===== src/rtl/m3_speed_power_ramp.sv =====
// Speed/power ramp controller for the 3-phase motor path.
// Owns the ramp tick divider, user speed/power targets and the
// IDLE/RAMP_UP/RUN/RAMP_DOWN/REVERSE state machine. Actual speed and power
// slew toward their goal once per tick; all outputs are registered.
module m3_speed_power_ramp #(
  parameter int CLK_DIV   = 10000,
  parameter int SPD_W     = 8,
  parameter int PWR_W     = 8,
  parameter int SPD_MAX   = 200,
  parameter int SPD_MIN   = 10,
  parameter int PWR_MAX   = 255,
  parameter int PWR_MIN   = 0,
  parameter int TGT_STEP  = 5,
  parameter int RAMP_STEP = 2,
  parameter int SPD_INIT  = 50,
  parameter int PWR_INIT  = 64
) (
  input  logic             clkI,
  input  logic             rstI,
  input  logic             m3startI,
  input  logic             m3stopI,
  input  logic             m3forceStopI,
  input  logic             m3invRotateI,
  input  logic             m3speedINCi,
  input  logic             m3speedDECi,
  input  logic             m3powerINCi,
  input  logic             m3powerDECi,
  output logic             tickO,
  output logic             workingO,
  output logic [SPD_W-1:0] speedO,
  output logic [PWR_W-1:0] powerO,
  output logic             dirO,
  output logic [2:0]       stateO
);

  typedef enum logic [2:0] {
    IDLE      = 3'd0,
    RAMP_UP   = 3'd1,
    RUN       = 3'd2,
    RAMP_DOWN = 3'd3,
    REVERSE   = 3'd4
  } state_t;

  localparam int CNT_W = $clog2(CLK_DIV);
  localparam logic [CNT_W-1:0] CNT_LAST = CNT_W'(CLK_DIV - 1);
  localparam logic [CNT_W-1:0] CNT_ONE  = CNT_W'(1);

  // bit positions inside the edge-detect vectors
  localparam int B_START = 0;
  localparam int B_STOP  = 1;
  localparam int B_INV   = 2;
  localparam int B_SINC  = 3;
  localparam int B_SDEC  = 4;
  localparam int B_PINC  = 5;
  localparam int B_PDEC  = 6;

  // Move act toward goal by at most RAMP_STEP.
  function automatic int ramp_toward(input int act, input int goal);
    int d;
    int res;
    if (goal > act) begin
      d   = goal - act;
      res = act + ((d < RAMP_STEP) ? d : RAMP_STEP);
    end else if (goal < act) begin
      d   = act - goal;
      res = act - ((d < RAMP_STEP) ? d : RAMP_STEP);
    end else begin
      res = act;
    end
    return res;
  endfunction

  // Apply one INC/DEC press with saturation; simultaneous presses cancel.
  function automatic int tgt_adjust(input int tgt, input logic inc, input logic dec,
                                    input int lo, input int hi);
    int res;
    if (inc && !dec) begin
      res = (tgt + TGT_STEP > hi) ? hi : tgt + TGT_STEP;
    end else if (dec && !inc) begin
      res = (tgt - TGT_STEP < lo) ? lo : tgt - TGT_STEP;
    end else begin
      res = tgt;
    end
    return res;
  endfunction

  state_t           state_q, state_d;
  logic [6:0]       in_q, in_d, hist_q, hist_d;
  logic [CNT_W-1:0] cnt_q, cnt_d;
  logic             tick_q, tick_d;
  logic             working_q, working_d;
  logic             dir_q, dir_d;
  logic [SPD_W-1:0] spd_q, spd_d, spd_tgt_q, spd_tgt_d, spd_next;
  logic [PWR_W-1:0] pwr_q, pwr_d, pwr_tgt_q, pwr_tgt_d, pwr_next;
  logic [6:0]       rise;
  logic             tgt_chg, at_tgt, at_zero;
  int               spd_goal, pwr_goal;

  // Register stage: synchronous reset, otherwise load next-state values.
  always_ff @(posedge clkI) begin
    if (rstI) begin
      state_q   <= IDLE;
      in_q      <= 7'd0;
      hist_q    <= 7'd0;
      cnt_q     <= '0;
      tick_q    <= 1'b0;
      working_q <= 1'b0;
      dir_q     <= 1'b0;
      spd_q     <= '0;
      pwr_q     <= '0;
      spd_tgt_q <= SPD_W'(SPD_INIT);
      pwr_tgt_q <= PWR_W'(PWR_INIT);
    end else begin
      state_q   <= state_d;
      in_q      <= in_d;
      hist_q    <= hist_d;
      cnt_q     <= cnt_d;
      tick_q    <= tick_d;
      working_q <= working_d;
      dir_q     <= dir_d;
      spd_q     <= spd_d;
      pwr_q     <= pwr_d;
      spd_tgt_q <= spd_tgt_d;
      pwr_tgt_q <= pwr_tgt_d;
    end
  end

  // Next-state logic: edge detect, targets, ramp, state machine, divider.
  always_comb begin
    in_d = {m3powerDECi, m3powerINCi, m3speedDECi, m3speedINCi,
            m3invRotateI, m3stopI, m3startI};
    hist_d    = in_q;
    rise      = in_q & ~hist_q;
    state_d   = state_q;
    dir_d     = dir_q;
    spd_tgt_d = spd_tgt_q;
    pwr_tgt_d = pwr_tgt_q;

    // force stop freezes the targets for that cycle
    if (m3forceStopI) begin
      spd_tgt_d = spd_tgt_q;
      pwr_tgt_d = pwr_tgt_q;
    end else begin
      spd_tgt_d = SPD_W'(tgt_adjust(int'(spd_tgt_q), rise[B_SINC], rise[B_SDEC], SPD_MIN, SPD_MAX));
      pwr_tgt_d = PWR_W'(tgt_adjust(int'(pwr_tgt_q), rise[B_PINC], rise[B_PDEC], PWR_MIN, PWR_MAX));
    end
    tgt_chg = (spd_tgt_d != spd_tgt_q) || (pwr_tgt_d != pwr_tgt_q);

    case (state_q)
      RAMP_UP, RUN: begin
        spd_goal = int'(spd_tgt_q);
        pwr_goal = int'(pwr_tgt_q);
      end
      default: begin
        spd_goal = 0;
        pwr_goal = 0;
      end
    endcase

    if (tick_q) begin
      spd_next = SPD_W'(ramp_toward(int'(spd_q), spd_goal));
      pwr_next = PWR_W'(ramp_toward(int'(pwr_q), pwr_goal));
    end else begin
      spd_next = spd_q;
      pwr_next = pwr_q;
    end
    at_tgt  = (spd_next == spd_tgt_q) && (pwr_next == pwr_tgt_q);
    at_zero = (spd_next == '0) && (pwr_next == '0);

    if (m3forceStopI) begin
      state_d = IDLE;
    end else begin
      case (state_q)
        IDLE: begin
          if (rise[B_START]) state_d = RAMP_UP;
          else               state_d = IDLE;
        end
        RAMP_UP: begin
          if (rise[B_STOP])                     state_d = RAMP_DOWN;
          else if (rise[B_INV])                 state_d = REVERSE;
          else if (tick_q && at_tgt && !tgt_chg) state_d = RUN;
          else                                  state_d = RAMP_UP;
        end
        RUN: begin
          if (rise[B_STOP])     state_d = RAMP_DOWN;
          else if (rise[B_INV]) state_d = REVERSE;
          else if (tgt_chg)     state_d = RAMP_UP;
          else                  state_d = RUN;
        end
        RAMP_DOWN: begin
          if (rise[B_START])          state_d = RAMP_UP;
          else if (tick_q && at_zero) state_d = IDLE;
          else                        state_d = RAMP_DOWN;
        end
        REVERSE: begin
          if (rise[B_STOP]) begin
            state_d = RAMP_DOWN;
          end else if (tick_q && at_zero) begin
            state_d = RAMP_UP;
            dir_d   = ~dir_q;
          end else begin
            state_d = REVERSE;
          end
        end
        default: state_d = IDLE;
      endcase
    end

    // IDLE always presents zero speed/power
    if (state_d == IDLE) begin
      spd_d = '0;
      pwr_d = '0;
    end else begin
      spd_d = spd_next;
      pwr_d = pwr_next;
    end

    // divider starts counting on the first cycle spent outside IDLE
    if ((state_d == IDLE) || (state_q == IDLE)) begin
      cnt_d  = '0;
      tick_d = 1'b0;
    end else if (cnt_q == CNT_LAST) begin
      cnt_d  = '0;
      tick_d = 1'b1;
    end else begin
      cnt_d  = cnt_q + CNT_ONE;
      tick_d = 1'b0;
    end

    working_d = (state_d != IDLE);
  end

  assign tickO    = tick_q;
  assign workingO = working_q;
  assign speedO   = spd_q;
  assign powerO   = pwr_q;
  assign dirO     = dir_q;
  assign stateO   = state_q;

endmodule


===== config.mk =====
export PLATFORM = sky130hd
export DESIGN_NAME = m3_speed_power_ramp
export DESIGN_NICKNAME = d
export VERILOG_FILES = /design/src/rtl/m3_speed_power_ramp.sv
export SDC_FILE = /design/constraint.sdc
export NUM_CORES = 1
export LEC_CHECK = 0
export BUFFER_PORTS_ARGS = -buffer_cell sky130_fd_sc_hd__clkbuf_2
export CAP_MARGIN = 20
export CORE_MARGIN = 2
export CORE_UTILIZATION = 25
export DETAILED_ROUTE_END_ITERATION = 12
export PLACE_DENSITY_LB_ADDON = 0.25
export SLEW_MARGIN = 20
export SYNTH_ARGS = -nofsm -noshare
export SYNTH_HDL_FRONTEND = slang
export SYNTH_SLANG_ARGS = --single-unit
export TNS_END_PERCENT = 1

===== constraint.sdc =====
create_clock -name clkI -period 5.85 [get_ports clkI]
set_input_delay 1.17 -clock clkI [delete_from_list [all_inputs] [get_ports clkI]]
set_output_delay 1.17 -clock clkI [all_outputs]
set_load 0.1 [all_outputs]

==> results of run 1 <==
-- routing by layer --
metal  vias up  wire length, um  track usage
li1       4295                -            -
met1      4096            13100        0.227
met2       232            12900        0.276
met3        41             1200       0.0236
met4         0              667       0.0537
met5         -                0            0
-- cell usage in the layout (no fill, tap or decap), types with 7 or more instances in the layout --
cell and instances:
a21oi_2 7, a21oi_1 64, nand2b_1 18, xor2_1 21, o31ai_1 8, and2_1 10, clkbuf_2 31, ha_1 64
nand4_1 14, nand2_1 86, and3_1 11, nor2b_1 40, a211oi_1 16, dfxtp_1 59, nor2_1 100, a31oi_1 14
o21ai_0 53, xnor2_1 35, inv_1 66, nor3_1 27, o21ai_1 9, a21o_1 15, o211ai_1 7, nand3_1 36
or2_2 11, nor3_2 13, buf_4 186, o21a_1 13, clkbuf_16 9, or3_1 11
-- final timing paths --
check | cells after the start | slack, ns | to | start
min reg2reg | 1 | 0.45 | hist_q[6] | hist_d[6]
min | 1 | 0.45 | hist_q[6] | hist_d[6]
max | 30 | -0.16 | cnt_q[5] | stateO[0]
max reg2reg | 30 | -0.16 | cnt_q[5] | stateO[0]
-- sequential cells by signal (all words and copies together) (netlist names), 3 cells and up --
name / flops
powerO: 8
hist_q: 7
pwr_tgt_q: 8
spd_tgt_q: 8
speedO: 8
hist_d: 7
stateO: 3
cnt_q: 14
-- worst reg2reg max path: cells and delay by family, from the launching register on --
kind / cells / cell delay, ns
buffers and inverters: 7 / 0.90
adder cells (fa/ha/maj): 2 / 0.41
AND/OR/NAND/NOR: 11 / 2.29
flip-flops: 1 / 0.35
AO/OA/AOI/OAI: 10 / 1.97
-- layout make-up --
type,instances,area (um2)
clock buffers,9,225
clock inverters,7,100
fillers,3313,20200
inverters,70,263
multi-input cells,892,6410
flip-flops and latches,66,1340
well taps,396,495
repair buffers,223,1680
-- kinds of logic after synthesis --
group                      Yosys count  synth area share
and+or+nand+nor                    428             0.285
AOI/OAI and AO/OA                  316             0.275
buffers and inverters              118            0.0608
adders and majority gates           77             0.130
DFF                                 66             0.168
xor gates and xnor gates            63            0.0702
muxes                                8            0.0105
-- power groups by stage --
stage | clock network, mW | registers (mW) | logic [mW]
2_1_floorplan | 0 | 0.481 | 0.282
3_3_place_gp | 0 | 0.477 | 0.444
3_5_place_dp | 0 | 0.477 | 0.442
4_1_cts | 0.628 | 0.467 | 0.462
5_1_grt | 0.648 | 0.468 | 0.527
6_report | 0.611 | 0.467 | 0.480
-- metrics by stage --
step	hold slack [ns]	TNS, ns
2_1_floorplan	0.429	-2.66
3_3_place_gp	0.441	-3.07
3_5_place_dp	0.450	-6.64
4_1_cts	0.456	-3.03
5_1_grt	0.466	-13.11
6_report	0.453	-4.40
-- what timing repair did --
| item | CTS | global route |
|---|---|---|
| gates resized for setup | 35 | 20 |
| pin swaps | 19 | 13 |
| setup buffers | 13 | 3 |
| gates cloned | 1 | 0 |
| endpoints found under the setup margin | 36 | 36 |
==> results.env, run 1 <==
STATUS='complete, but fails checks'
FAILED_CHECKS='setup timing'
SLEW_VIOLATIONS=0
PLACE.GP.CONGESTION=0.903
CLOCK_TRANSITION_AT_PATH_REGS_NS=0.06
FLOW.AREA_GROWTH_FROM_SYNTHESIS_PCT=33.8
NUMBER_OF_SETUP_VIOLATIONS_IN_THE_FINAL_REPORT=34
MAX_CAP_VIOL_COUNT=0
POWER_FRAC_COMB=0.308
INITIAL_UTILIZATION=0.255
CRITICAL_PATH_BUF_INV_COUNT=7
RSZ0062_AT_GRT='true'
TRITONCTS='built'
ROUTE.DETAILED.VIAS_PER_INST=5.21
WORST_SLEW_MARGIN_REL=0.354
ACHIEVABLE-FREQUENCY_MHz=167
INTERNAL_POWER_mW=1.05
WIRE_PER_INST_UM=16.8
SYN-INSTANCE-COUNT=1076
ANTENNA_CELL_COUNT=0
CLOCK_SKEW_NS=0.00834
CRITICAL_PATH_START_END_CLASSIFICATION='register to register'
POWER.SWITCHING_mW=0.506
SYNTH.YOSYS.WARNINGS=0
DPL_CELL_AREA_MM2=0.00977
SYN_AVG_CELL_AREA_UM2=7.30
CLK_LATENCY_WORST_SKEW_PAIR_NS=0.34
SYNTHDISTINCTLIBCELLS=85
RATIO_OF_CELLS_WITH_DRIVE_ABOVE_1_IN_THE_FINAL_LAYOUT=0.275
FINAL_HOLD_VIOL_COUNT=0
ROUTE.ANTENNA.REMAINING_NETS=0
GR-USAGE-ALL-LAYERS=0.168
POST-ROUTE-PERIOD-UTIL=1.03
SYNTH.CELL_AREA_MM2=0.00786
STARTPOINT_TYPE='register'
POSTCTSHOLDBUFS=0
CTS_MADE_BUFFERS=9
CP_SLOWEST_STAGE_DELAY_NS=0.52
PRE_CTS_SLACK_NS=-0.273
GRT_FIRST_PASS_WIRELENGTH_MM=44.4
VDD_IR_DROP_MAX_uV=131
POWER-PER-CELL-AREA_mW_PER_MM2=148
DP.FINAL_HPWL_MM=21.7
PORTBUFS=31
ROUTED_WIRELENGTH_MM=27.9
SYNTH_COMMON_CELLS='103 x nor2_1, 89 x nand2_1, 72 x a21oi_1, 69 x ha_1, 67 x inv_1'
WORSTPATHARRIVAL_NS=6.27
VIAS=8664
TIMING.FINAL.WS_SETUP_NS=-0.156
CELLLEAKAGEPOWER_nW=4.48
CLOCK-ROOT-BUFFER='clkbuf_16'
CTS_BUFFER_DEPTH=2
ANTENNA_FOUND_INITIAL=0
INITIALDRTVIOLATIONCOUNT=676
PERIOD_MINUS_SLACK_NS=6.01
SYNTH_ASYNC_SR_FLOP_SHARE=0
FLOORPLAN.CORE_AREA_MM2=0.0307
FIN_UTIL=0.342
TOTAL_POWER_mW=1.56
FIRSTDRTPASSITERS=7
DIE-WIDTH_UM=181
DIE-HEIGHT_UM=181
GRT-OVFL-TOTAL=0
LAYOUT.CELL_AREA.NON_FILLER_MM2=0.0105
SYNTH_TOP_CELL_BY_AREA='dfxtp_1'
SYNTH_AREA_LEADERS='dfxtp_1 17%, ha_1 11%, nor2_1 4.9%'
SEQUENTIAL_SHARE_OF_THE_SYNTHESIZED_AREA=0.168
MAX_FANOUT_ON_CRITICAL_PATH=17
H-TREE-DEPTH=3
LIBRARY_CELL_APPEARING_MOST_OFTEN_ON_THE_CRITICAL_PATH='buf_12'
PIN_COUNT=32
DRT_DRC_VIOLATIONS_LEFT=0
SYNTH-EDFF-COUNT=0
CP_TOP_FAMILY='simple AND/OR/NAND/NOR gates'
SLEW_AT_THE_PIN_WITH_THE_WORST_MAX_SLEW_SLACK_NS=0.961
PLACEMENT_ROWS=64
SHARE_SEQ_OF_TOTAL_POWER=0.300
WORSTPATHREQUIRED_NS=6.11
MIN-DELAY-PATH-CLASS='register to register'
FINAL-INSTANCE-COUNT-EXCL-FILL=1663
FIRST_GLOBAL_VIAS=8424
LARGEST_NET_DEGREE_AT_THE_START_OF_GLOBAL_ROUTING=32
CRITICAL_PATH.SLOWEST_CELL='or4_4'
SYNTH.MOST_COMMON_CELL='nor2_1'
DIEAREA_MM2=0.0329
SYN_NETS=1163
SYNTH-SEQ-CELLS=66
POWER_FRAC_CLOCK=0.392
NETSWITCHINGFRACTION=0.325
YOSYSTOPAREACELLSHARE=0.168
SINK_COUNT=66
FINAL_NETS=1349
WORSTSETUPENDPOINTTYPE='register'
YS_DOMINANT_REG_CELL='dfxtp_1'
NUMPLACEDINSTANCES=1630
No activity file was read; power rests on OpenSTA's default activity.
==> run 2, diff against run 1 <==
--- a/config.mk
+++ b/config.mk
@@ -7,10 +7,10 @@
 export LEC_CHECK = 0
 export BUFFER_PORTS_ARGS = -buffer_cell sky130_fd_sc_hd__clkbuf_2
 export CAP_MARGIN = 20
-export CORE_MARGIN = 2
 export CORE_UTILIZATION = 25
 export DETAILED_ROUTE_END_ITERATION = 12
 export PLACE_DENSITY_LB_ADDON = 0.25
+export REMOVE_ABC_BUFFERS = 1
 export SLEW_MARGIN = 20
 export SYNTH_ARGS = -nofsm -noshare
 export SYNTH_HDL_FRONTEND = slang
==> results.env, run 2 (synthesis gave the netlist of run 1 again) <==
REG_WITH_MOST_FFS='cnt_q'  # unchanged
WORST_SLEW_MARGIN_REL=0.324  # was 0.354
PLACEMENT_ROWS=64  # unchanged
FINAL.HOLD.WORST_SLACK_NS=0.449  # was 0.453 ns
CTS_MADE_BUFFERS=9  # unchanged
ACHIEVABLE-FREQUENCY_MHz=168  # was 167 MHz
MIN-DELAY-PATH-CLASS='register to register'  # unchanged
WORSTHOLDENDPOINT='hist_q[0]'  # was hist_q[6]
INITIALDRTVIOLATIONCOUNT=737  # was 676
POWER_FRAC_COMB=0.311  # was 0.308
VDD_IR_DROP_MAX_uV=137  # was 131 uV
SHARE_SEQ_OF_TOTAL_POWER=0.306  # was 0.300
ROUTE.DETAILED.VIAS_PER_INST=5.21  # about the same
CRITICAL_PATH_BUF_INV_COUNT=5  # was 7
TIMING.FINAL.WS_SETUP_NS=-0.101  # was -0.156 ns
POWER.SWITCHING_mW=0.491  # was 0.506 mW
CRITICAL_PATH_START_END_CLASSIFICATION='register to register'  # unchanged
CP_TOP_FAMILY='compound AO/OA/AOI/OAI gates'  # was simple AND/OR/NAND/NOR gates
RR_STARTPOINT='stateO[0]'  # unchanged
PERIOD_MINUS_SLACK_NS=5.95  # was 6.01 ns
ROUTE.ANTENNA.REMAINING_NETS=0  # unchanged
R2R.WORST_PATH.CELLS=29  # was 30
CLOCK_SKEW_NS=0.0126  # was 0.00834 ns
INITIAL_UTILIZATION=0.255  # unchanged
ANTENNA_CELL_COUNT=0  # unchanged
NUMBER_OF_FLIP_FLOPS_IN_THE_LARGEST_REGISTER=14  # unchanged
WORST-R2R-SETUP-SLACK_NS=-0.10  # was -0.16 ns
FIRSTDRTPASSITERS=10  # was 7
FIRST_GLOBAL_VIAS=8512  # was 8424
DRT_DRC_VIOLATIONS_LEFT=4  # was 0
COMMONEST_NON_FILL_NON_TAP_CELL_IN_THE_LAYOUT='buf_4'  # unchanged
PORTBUFS=31  # unchanged
POWER-PER-CELL-AREA_mW_PER_MM2=145  # was 148 mW/mm2
DIE-HEIGHT_UM=179  # was 181 um
INTERNAL_POWER_mW=1.04  # was 1.05 mW
PIN_COUNT=32  # unchanged
HOLD_START='hist_d[0]'  # was hist_d[6]
TOTAL_POWER_mW=1.53  # was 1.56 mW
CTS_BUFFER_DEPTH=2  # unchanged
PRE_CTS_SLACK_NS=-0.479  # was -0.273 ns
MAX_FANOUT_ON_CRITICAL_PATH=16  # was 17
FINAL-INSTANCE-COUNT-EXCL-FILL=1686  # was 1663
CP_SLOWEST_STAGE_DELAY_NS=0.57  # was 0.52 ns
ROUTED_WIRELENGTH_MM=28.1  # was 27.9 mm
SINK_COUNT=66  # unchanged
SLEW_AT_THE_PIN_WITH_THE_WORST_MAX_SLEW_SLACK_NS=1.01  # was 0.961 ns
WORSTPATHARRIVAL_NS=6.16  # was 6.27 ns
SLEW_VIOLATIONS=0  # unchanged
MAX_CAP_VIOL_COUNT=0  # unchanged
RSZ0062_AT_GRT='true'  # unchanged
RATIO_OF_CELLS_WITH_DRIVE_ABOVE_1_IN_THE_FINAL_LAYOUT=0.279  # was 0.275
FLOW.AREA_GROWTH_FROM_SYNTHESIS_PCT=35.0  # was 33.8%
CLK_LATENCY_WORST_SKEW_PAIR_NS=0.35  # was 0.34 ns
DIEAREA_MM2=0.0321  # was 0.0329 mm2
WIRE_PER_INST_UM=16.6  # was 16.8 um
NUMPLACEDINSTANCES=1660  # was 1630
PLACE.GP.CONGESTION=0.913  # was 0.903
GRT_FIRST_PASS_WIRELENGTH_MM=45.0  # was 44.4 mm
DP.FINAL_HPWL_MM=22.2  # was 21.7 mm
FLOORPLAN.CORE_AREA_MM2=0.0307  # unchanged
WORSTPATHREQUIRED_NS=6.06  # was 6.11 ns
FINAL_HOLD_VIOL_COUNT=0  # unchanged
CLOCK-ROOT-BUFFER='clkbuf_16'  # unchanged
COUNT_OF_CELLS_ALONG_THE_WORST_HOLD_PATH=1  # unchanged
NETSWITCHINGFRACTION=0.320  # was 0.325
CLOCK_TRANSITION_AT_PATH_REGS_NS=0.06  # about the same
GR-USAGE-ALL-LAYERS=0.178  # was 0.168
GRT-OVFL-TOTAL=0  # unchanged
DIE-WIDTH_UM=179  # was 181 um
ANTENNA_FOUND_INITIAL=0  # unchanged
CRIT_CELLS=29  # was 30
NUMBER_OF_SETUP_VIOLATIONS_IN_THE_FINAL_REPORT=32  # was 34
VIAS=8790  # was 8664
LAYOUT_COMMON_CELLS='209 x buf_4, 98 x nor2_1, 86 x nand2_1, 66 x inv_1'  # was 186 x buf_4, 100 x nor2_1, 86 x nand2_1, 66 x inv_1
STARTPOINT_TYPE='register'  # unchanged
FAILED_CHECKS='DRC, setup timing'  # was setup timing
REG2REG_TO='speedO[0]'  # was cnt_q[5]
CRITICAL_PATH.SLOWEST_CELL='or4_4'  # unchanged
STATUS='complete, but fails checks'  # unchanged
TRITONCTS='built'  # unchanged
WORSTSETUPENDPOINTTYPE='register'  # unchanged
H-TREE-DEPTH=3  # unchanged
FINAL_NETS=1372  # was 1349
CELLLEAKAGEPOWER_nW=4.55  # was 4.48 nW
POWER_FRAC_CLOCK=0.384  # was 0.392
POST-ROUTE-PERIOD-UTIL=1.02  # was 1.03
LARGEST_NET_DEGREE_AT_THE_START_OF_GLOBAL_ROUTING=32  # unchanged
-- run 2: cell types whose count changed in the layout (fill, tap and decap cells not counted), sizes merged --
cell / change
bufbuf: -1
clkinv: +2
inv: -2
buf: +24
-- run 2: stage by stage --
stage,utilization,setup TNS [ns],area [um2]
2_1_floorplan,-,-45.14,7640
3_3_place_gp,0.321,-11.55,9870
3_5_place_dp,0.321,-15.43,9870
4_1_cts,0.341,-0.0922,10500
5_1_grt,0.345,-10.86,10600
6_report,0.345,-2.38,10600
-- run 2: what timing repair did --
item                       4_1_cts  5_1_grt
setup endpoints to repair       36       36
setup buffers                    8        2
hold buffers                     0        0
gates resized for setup         59       17
pin swaps                       28        9
-- run 2: worst max-delay path by stage --
| stage | startpoint | to | slack [ns] |
|---|---|---|---|
| final | stateO[0] | speedO[0] | -0.10 |
| after detailed placement | stateO[0] | stateO[1] | -0.48 |
| after global placement | stateO[1] | stateO[1] | -0.44 |
| after CTS | stateO[0] | stateO[1] | -0.05 |
| after floorplan | stateO[0] | cnt_q[1] | -1.32 |
| after global routing | stateO[0] | speedO[0] | -0.35 |
-- run 2: final cells by class --
type                       count  area, um2
clock buffer                   9        225
multi-input combinational    892       6380
tap                          396        495
sequential                    66       1330
timing repair buffer         246       1820
fill                        3322      20100
clock inverter                 7       92.6
inverter                      70        263
-- run 2: power groups by stage --
stage | Sequential, mW | Clock, mW | Combinational [mW]
after floorplan | 0.494 | 0 | 0.250
after global placement | 0.479 | 0 | 0.438
after detailed placement | 0.479 | 0 | 0.439
after CTS | 0.469 | 0.604 | 0.464
after global routing | 0.470 | 0.617 | 0.524
final | 0.469 | 0.589 | 0.477
-- run 2: per-layer routing --
layer / share of wire / vias to the layer above / track usage
li1: - / 4339 / -
met1: 0.46 / 4151 / 0.242
met2: 0.47 / 259 / 0.292
met3: 0.052 / 41 / 0.0221
met4: 0.018 / 0 / 0.0476
met5: 0 / - / 0
==> run 3, diff against run 2 <==
--- a/config.mk
+++ b/config.mk
@@ -7,7 +7,7 @@
 export LEC_CHECK = 0
 export BUFFER_PORTS_ARGS = -buffer_cell sky130_fd_sc_hd__clkbuf_2
 export CAP_MARGIN = 20
-export CORE_UTILIZATION = 25
+export CORE_UTILIZATION = 35
 export DETAILED_ROUTE_END_ITERATION = 12
 export PLACE_DENSITY_LB_ADDON = 0.25
 export REMOVE_ABC_BUFFERS = 1
==> constraint.sdc (replaced) <==
create_clock -name clkI -period 5.85 [get_ports clkI]
set_input_delay 0.8775 -clock clkI [delete_from_list [all_inputs] [get_ports clkI]]
set_output_delay 0.8775 -clock clkI [all_outputs]
set_load 0.1 [all_outputs]
==> results.env, run 3 (synthesis gave the netlist of run 1 again) <==
POSTCTSHOLDBUFS=0  # unchanged
NUMBER_OF_SETUP_VIOLATIONS_IN_THE_FINAL_REPORT=30  # was 32
NUMBER_OF_INSERTED_FILLER_CELLS_IN_THE_FINAL_LAYOUT=2202  # was 3322
FIRSTDRTPASSITERS=6  # was 10
REG_WITH_MOST_FFS='cnt_q'  # unchanged
MAX_CAP_VIOL_COUNT=0  # unchanged
FIN_UTIL=0.489  # was 0.345
PIN_COUNT=32  # unchanged
POST-ROUTE-PERIOD-UTIL=1.01  # was 1.02
CRITICAL_PATH_START_END_CLASSIFICATION='register to register'  # unchanged
INITIALDRTVIOLATIONCOUNT=649  # was 737
WORSTPATHREQUIRED_NS=6.11  # was 6.06 ns
GRT-OVFL-TOTAL=0  # unchanged
VDD_IR_DROP_MAX_uV=122  # was 137 uV
TRITONCTS='built'  # unchanged
CLOCK-ROOT-BUFFER='clkbuf_16'  # unchanged
LARGEST_NET_DEGREE_AT_THE_START_OF_GLOBAL_ROUTING=32  # unchanged
DIE-WIDTH_UM=152  # was 179 um
FINAL.HOLD.WORST_SLACK_NS=0.453  # was 0.449 ns
WIRE_PER_INST_UM=17.6  # was 16.6 um
DIEAREA_MM2=0.0230  # was 0.0321 mm2
CP_SLOWEST_STAGE_DELAY_NS=0.47  # was 0.57 ns
WORSTPATHARRIVAL_NS=6.16  # about the same
SLEW_AT_THE_PIN_WITH_THE_WORST_MAX_SLEW_SLACK_NS=0.996  # was 1.01 ns
STARTPOINT_TYPE='register'  # unchanged
FIRST_GLOBAL_VIAS=8559  # was 8512
GRT_FIRST_PASS_WIRELENGTH_MM=44.4  # was 45.0 mm
CRITICAL_PATH.SLOWEST_CELL='or4_4'  # unchanged
COMMONEST_NON_FILL_NON_TAP_CELL_IN_THE_LAYOUT='buf_4'  # unchanged
WORST_SLEW_MARGIN_REL=0.331  # was 0.324
RSZ0062_AT_GRT='true'  # unchanged
REGAREA_MM2=0.00133  # unchanged
CTS_MADE_BUFFERS=9  # unchanged
PLACEMENT_ROWS=54  # was 64
PERIOD_MINUS_SLACK_NS=5.90  # was 5.95 ns
FLOORPLAN.CORE_AREA_MM2=0.0219  # was 0.0307 mm2
CLK_LATENCY_WORST_SKEW_PAIR_NS=0.34  # was 0.35 ns
CTS_BUFFER_DEPTH=2  # unchanged
CELLLEAKAGEPOWER_nW=4.64  # was 4.55 nW
SLEW_VIOLATIONS=0  # unchanged
FINAL-INSTANCE-COUNT-EXCL-FILL=1581  # was 1686
TNS_NS=-0.532  # was -2.38 ns
H-TREE-DEPTH=3  # unchanged
NUMPLACEDINSTANCES=1528  # was 1660
INITIAL_UTILIZATION=0.359  # was 0.255
POWER-PER-CELL-AREA_mW_PER_MM2=139  # was 145 mW/mm2
ANTENNA_CELL_COUNT=0  # unchanged
ROUTE.ANTENNA.REMAINING_NETS=0  # unchanged
DIE-HEIGHT_UM=152  # was 179 um
RATIO_OF_CELLS_WITH_DRIVE_ABOVE_1_IN_THE_FINAL_LAYOUT=0.312  # was 0.279
FAILED_CHECKS='setup timing'  # was DRC, setup timing
SINK_COUNT=66  # unchanged
DRT_DRC_VIOLATIONS_LEFT=0  # was 4
LAYOUT_COMMON_CELLS='219 x buf_4, 98 x nor2_1, 85 x nand2_1, 64 x inv_1, 64 x dfxtp_1'  # was 209 x buf_4, 98 x nor2_1, 86 x nand2_1, 66 x inv_1
DP.FINAL_HPWL_MM=20.9  # was 22.2 mm
CLOCK_TRANSITION_AT_PATH_REGS_NS=0.06  # about the same
VIAS=9005  # was 8790
STATUS='complete, but fails checks'  # unchanged
FINAL_NETS=1384  # was 1372
ANTENNA_FOUND_INITIAL=0  # unchanged
WORSTSETUPENDPOINTTYPE='register'  # unchanged
ROUTED_WIRELENGTH_MM=27.9  # was 28.1 mm
ACHIEVABLE-FREQUENCY_MHz=169  # was 168 MHz
CLOCK_SKEW_NS=0.0136  # was 0.0126 ns
MIN-DELAY-PATH-CLASS='register to register'  # unchanged
TIMING.FINAL.WS_SETUP_NS=-0.0512  # was -0.101 ns
GR-USAGE-ALL-LAYERS=0.236  # was 0.178
PORTBUFS=31  # unchanged
FLOW.AREA_GROWTH_FROM_SYNTHESIS_PCT=36.4  # was 35.0%
ROUTE.DETAILED.VIAS_PER_INST=5.70  # was 5.21
NUMBER_OF_FLIP_FLOPS_IN_THE_LARGEST_REGISTER=14  # unchanged
PLACE.GP.CONGESTION=0.991  # was 0.913
MAX_FANOUT_ON_CRITICAL_PATH=8  # was 16
FINAL_HOLD_VIOL_COUNT=0  # unchanged
MULTI_INPUT_COMB_AREA_MM2=0.00658  # was 0.00638 mm2
[run 3: cell count changes in the layout (fill, tap and decap cells not counted), sizes merged]
cell,change
bufbuf,+1
clkinv,-1
buf,+11
clkinvlp,+2
bufinv,-2
[run 3: timing repair]
item | CTS | global route
resized for setup | 94 | 32
endpoints found under the setup margin | 36 | 36
gates cloned | 3 | 0
buffers inserted | 34 | 2
pin swaps | 34 | 17
[run 3: final timing paths]
| check | cells past startpoint | startpoint | slack (ns) | endpoint |
|---|---|---|---|---|
| worst max-delay path | 30 | stateO[1] | -0.05 | cnt_q[5] |
| worst min-delay path | 1 | hist_d[2] | 0.45 | hist_q[2] |
| worst max register to register | 30 | stateO[1] | -0.05 | cnt_q[5] |
| worst min register to register | 1 | hist_d[2] | 0.45 | hist_q[2] |
[run 3: stage by stage]
stage / area (um2) / total power [mW] / setup slack [ns]
after CTS: 10600 / 1.47 / -0.00282
after global placement: 9580 / 0.921 / -0.551
after floorplan: 7640 / 0.744 / -1.32
final: 10700 / 1.49 / -0.0512
after detailed placement: 9580 / 0.923 / -0.540
after global routing: 10700 / 1.56 / -0.329
[run 3: layer usage]
layer	vias to the layer above	track usage	wire, um
met5	-	0	0
met4	0	0.0719	726
met3	55	0.0294	1860
met2	362	0.379	12700
met1	4220	0.326	12600
li1	4368	-	-
[run 3: layout make-up]
cell class,count,share of cell area
Clock buffer,9,0.0210
Clock inverter,6,0.00327
Inverter,70,0.0245
Multi-Input combinational cell,892,0.614
Sequential cell,66,0.124
Tap cell,280,0.0327
Timing Repair Buffer,258,0.181
[run 3: power by group]
group / internal (mW) / switching [mW] / total [mW]
Combinational: 0.247 / 0.286 / 0.533
Clock: 0.281 / 0.205 / 0.486
Sequential: 0.462 / 0.00737 / 0.469
[run 3: worst max-delay path: cells and delay by family (launching register included)]
kind | cells | cell delay, ns
AO/OA/AOI/OAI | 9 | 1.54
adder cells (fa/ha/maj) | 3 | 0.75
buffers and inverters | 6 | 0.71
flip-flops | 1 | 0.36
AND/OR/NAND/NOR | 12 | 2.44
